`src/rtl/kernel_sdram_ex_pkg.sv`:
```
// Shared types and helpers for the SDRAM example LFSR read-back checker.
// Holds the FSM state encoding and the x^8+x^4+x^3+x^2+1 Galois step.
package kernel_sdram_ex_pkg;

    typedef enum logic [1:0] {
        IDLE  = 2'd0,
        CHECK = 2'd1,
        FIN   = 2'd2
    } state_t;

    localparam logic [7:0] LFSR_TAPS = 8'h1D;

    function automatic logic [7:0] lfsr8_next(input logic [7:0] e);
        return {e[6:0], 1'b0} ^ (e[7] ? LFSR_TAPS : 8'h00);
    endfunction

endpackage

```
`src/rtl/kernel_sdram_ex_lfsr8_exp.sv`:
```
// Expected-value register for the LFSR checker.
// A load takes priority over an advance in the same cycle.
module kernel_sdram_ex_lfsr8_exp
    import kernel_sdram_ex_pkg::*;
#(
    parameter logic [7:0] SEED = 8'h20
) (
    input  logic       clk,
    input  logic       reset,
    input  logic       load,
    input  logic [7:0] load_value,
    input  logic       advance,
    output logic [7:0] exp_value
);

    always_ff @(posedge clk) begin
        if (reset) begin
            exp_value <= SEED;
        end else if (load) begin
            exp_value <= load_value;
        end else if (advance) begin
            exp_value <= lfsr8_next(exp_value);
        end
    end

endmodule

```
`config.mk`:
```
export PLATFORM = sky130hd
export DESIGN_NAME = kernel_sdram_ex_lfsr8_exp
export DESIGN_NICKNAME = d
export VERILOG_FILES = /design/src/rtl/kernel_sdram_ex_pkg.sv /design/src/rtl/kernel_sdram_ex_lfsr8_exp.sv
export SDC_FILE = /design/constraint.sdc
export NUM_CORES = 1
export LEC_CHECK = 0
export ABC_AREA = 1
export CAP_MARGIN = 20
export CORE_MARGIN = 4
export CORE_UTILIZATION = 32
export DETAILED_ROUTE_END_ITERATION = 10
export PLACE_DENSITY = 0.68
export REMOVE_ABC_BUFFERS = 1
export SETUP_SLACK_MARGIN = 0.5
export SLEW_MARGIN = 25
export SYNTH_ARGS = -nofsm -noshare
export SYNTH_HDL_FRONTEND = slang
export SYNTH_SLANG_ARGS = --single-unit
```
`constraint.sdc`:
```
create_clock -name clk -period 2.1 [get_ports clk]
set_clock_uncertainty 0.2 [all_clocks]
set_input_delay 0.21 -clock clk [delete_from_list [all_inputs] [get_ports clk]]
set_output_delay 0.21 -clock clk [all_outputs]
set_load 0.05 [all_outputs]
```
# After elaboration in Yosys (flattened, before gate mapping)
# Index checks and enable logic that the tools add are counted.
[op_classes] mux=3 reduce_logical=1 multipliers=0 eq_ne=0 n_addsub=0 shifts=0 div=0 bitwise=1 magnitude_cmp=0
[op_table] op="$mux 8" n=2
[op_table] op="$xor 8x5->8" n=1
[op_table] op="$mux 5" n=1
[op_table] op="$reduce_bool 2->1" n=1
[totals] regBits=8 latch_bits=0 mem_count=0 romBits=0 elab_cells=6 in_bits=12 output_inout_bits=8 ram_bits=0

# Longest topological paths before layout
[depth] depth_word=4 mapped_depth=6 ltp_nobuf=5

# Worst setup path before layout
# No wires, ideal clock.
[synth_path] path_kind="register -> register" start="reg exp_value[7]" end="reg exp_value[3]" arrival_ns=1.098 slack_ns=0.732 stages_incl_launch_ff=5 setup_time_ns=0.070 n_path_buf=0 period_less_slack_ns=1.368 t_required_ns=1.830 path_cell_list="dfxtp_1 -> inv_1 -> nand2_1 -> nand3_1 -> a21oi_1"
[synth_via] elab_chain_cells=4
[synth_lines] item="start: declaration" line_no="kernel_sdram_ex_lfsr8_exp.sv:13" source="output logic [7:0] exp_value"
[synth_lines] item="start signal: assignment" line_no="kernel_sdram_ex_lfsr8_exp.sv:20" source="exp_value <= load_value;"
[synth_lines] item="start signal: assignment" line_no="kernel_sdram_ex_lfsr8_exp.sv:22" source="exp_value <= lfsr8_next(exp_value);"
[synth_lines] item="$mux 5" line_no="kernel_sdram_ex_pkg.sv:14" source="return {e[6:0], 1'b0} ^ (e[7] ? LFSR_TAPS : 8'h00);"
[synth_lines] item="$xor 8x5->8" line_no="kernel_sdram_ex_pkg.sv:14"
[synth_lines] item="$mux 8" line_no="kernel_sdram_ex_lfsr8_exp.sv:21" source="end else if (advance) begin"
[synth_lines] item="$mux 8" line_no="kernel_sdram_ex_lfsr8_exp.sv:19" source="end else if (load) begin"
# Every way passes these cells. The select of a mux whose other input is x is not followed.
# A chain may end at the register's enable or synchronous reset.

# Final worst setup path
[layout_path] start="reg exp_value[2]" end="out exp_value[2]"
# No word-level cell between the ends.

==> qor.csv <==
stage;metric;value;unit
routing;drt first pass iters;4;
grt;number of antenna violations at the first check in global routing;0;
timing;relative slew slack;67.3;%
grt;total gr overflow;0;
placement;DP Cell Count;98;
timing;Final Cycle Share;73.8;%
synthesis;Synth cell types;9;
placement;DP HPWL;819;um
worst_setup_path;Top delay family on crit path;buffers and inverters;
placement;pre-CTS setup slack;0.365;ns
die;core area;1170;um2
worst_setup_path;WP data required;1.69;ns
worst_setup_path;slowest cell on the critical path;clkdlybuf4s15_1;
power_and_ir_drop;Comb power frac;27.7;%
worst_setup_path;worst path buffer plus inverter count;1;
routing;DR vias/cell;4.67;
timing;Worst-Margin Slew;0.493;ns
layout;fillers;122;
die;Rows;12;
placement;Final GP Congestion;0.784;
status;outcome;complete, no violations;
layout;area delta synth->final;50.3;%
timing;Max Clock Freq;645;MHz
routing;Detail Route Antenna Nets;0;
worst_hold_path;hold endpoint;exp_value[5];
worst_setup_path;Worst R2R Setup Slack;0.93;ns
synthesis;synthesis-stage register bit count;8;
worst_setup_path;worst r2r src;exp_value[7];
worst_hold_path;Tightest Hold Check Type;register to register;
power_and_ir_drop;Power Density;632;nW/um2
clocking;clk_lat worst skew;0.25;ns
routing;Avg WL per Cell;10.8;um
clocking;clk sinks;8;
clocking;Reg clk slew, reported paths;0.06;ns
worst_setup_path;Max stage delay on crit path;0.52;ns
grt;global-route wire length before repair;1660;um
layout;Reg with most FFs;exp_value;
placement;placed cell areas;621;um2
layout;top flop regs;exp_value: 8 flops;
power_and_ir_drop;total power;0.399;mW
layout;Inserted Diodes;0;
power_and_ir_drop;Clk pwr share;29.3;%
clocking;total CTS buffers;3;
die;die height;44.2;um
clocking;Max clock buf depth;2;
worst_setup_path;critical path cell sequence;clkdlybuf4s15_1;
power_and_ir_drop;Switching Fraction;32.5;%
clocking;Clock Tree Root;clkbuf_4;
worst_setup_path;CP Capture Type;output port;
power_and_ir_drop;P_sw;0.130;mW
worst_setup_path;r2r worst-path depth;4;
timing;Setup violations, final;0;
timing;Slew Limit Fails;0;
routing;DRC;0;
timing;count of endpoints failing hold in the final timing report;0;
placement;PortBufs;19;
worst_setup_path;critical path peak fanout;4;
die;Die X;44.2;um
synthesis;Ys Warns;0;
worst_hold_path;worst hold stages;2;
worst_setup_path;worst r2r dst;exp_value[3];
synthesis;register area share after synthesis;38.1;%
run;max cap viols;0;
timing;Final Worst Setup Slack;0.550;ns
routing;number of DRC markers in iteration 0;15;
layout;Util after Layout;54.0;%
synthesis;Mapped Area;420;um2
clocking;CTS tree;yes;
timing;setup TNS;0;ns
power_and_ir_drop;cell-internal power;0.269;mW
die;Initial Util;35.9;%
layout;Post-Layout Cell Count;101;
grt;pin count of the biggest net entering global routing;11;
routing;Post-Route WL;1100;um
layout;commonest non-fill, non-tap cells in the layout;23 x nand2_1, 12 x inv_1, 11 x clkdlybuf4s50_1;
power_and_ir_drop;Pleak;0.318;nW
die;IO Count;20;
power_and_ir_drop;register share of total power;43.0;%
synthesis;Syn Inst Count;66;
grt;vias in the first global route;385;
timing;fin crit period;1.55;ns
timing;WHS;0.280;ns
clocking;cts hold-fix bufs;0;
timing;RSZ-0062 raised after global routing;no;
grt;All-Layer GR Usage;12.1;%
worst_setup_path;CP Launch Type;register;
worst_setup_path;Worst Path Arrival;1.14;ns
layout;fraction of layout cells with a size suffix above 1;9.20;%
die;die area;1960;um2
routing;vias after detailed routing;472;
power_and_ir_drop;VDD IR-drop max;365;uV
layout;max reg flops;8;
layout;post-route cell area;632;um2
layout;fin nets;101;
clocking;htree depth;1;
worst_hold_path;Hold Path Origin;exp_value[4];
worst_setup_path;crit path from;exp_value[2];
worst_setup_path;WS Path Type;register to output port;
synthesis;Mapped Avg Cell Area;6.37;um2
layout;commonest non-fill, non-tap cell in the layout;nand2_1;
-- cell type report --
class | instances | area [um2] | share of cell area, %
clock buffer | 3 | 22.5 | 3.56
inverter | 13 | 48.8 | 7.72
multi-input combinational | 44 | 204 | 32.3
sequential | 8 | 160 | 25.3
tap | 14 | 17.5 | 2.77
timing repair buffer | 19 | 179 | 28.3
-- worst max-delay path by stage --
stage	to	slack, ns	cells past startpoint
global placement	exp_value[7]	0.37	6
floorplan	exp_value[3]	0.73	4
CTS	exp_value[7]	0.41	1
finish	exp_value[2]	0.55	1
global route	exp_value[2]	0.50	1
detailed placement	exp_value[7]	0.37	6
-- metal layers --
metal  up-vias  global-route usage [%]  share of wire [%]
li1        249                       -                  -
met1       204                    14.6                 45
met2        19                    16.6                 45
met3         0                    7.72                9.0
met4         0                    5.42                  0
met5         -                       0                  0
-- cell families (layout without fill, tap and decap cells) --
kind of cell,count (synthesis),after routing,share of synthesized area (%)
AO/OA/AOI/OAI,9,9,10.7
buffers and inverters,14,35,13.4
flip-flops,8,8,38.1
AND/OR/NAND/NOR,35,35,37.8
-- tightest hold or removal path, cell delays in order, from the launching register on --
cell	delay, ns
dfxtp_1	0.33
nand2_1	0.06
nand3_1	0.06
-- power by group through the flow --
stage / sequential, mW / clock (mW) / combinational, mW
3_5_place_dp: 0.175 / 0 / 0.117
4_1_cts: 0.171 / 0.126 / 0.110
6_report: 0.172 / 0.117 / 0.111
2_1_floorplan: 0.209 / 0 / 0.0295
5_1_grt: 0.174 / 0.135 / 0.118
3_3_place_gp: 0.175 / 0 / 0.117
-- synth_stat cells (all sizes together) --
library cell	count	area share, %
nor2	2	5.4
dfxtp	8	38
nand3	10	12
a21oi	8	9.5
nand2	23	21
o21ai	1	1.2
buf	1	1.8
inv	13	12
-- repair_timing --
item,CTS,global route
resized for setup,8,9
setup buffers,0,0
endpoints found under the setup margin,8,7
Power figures use the tool's default switching activity.
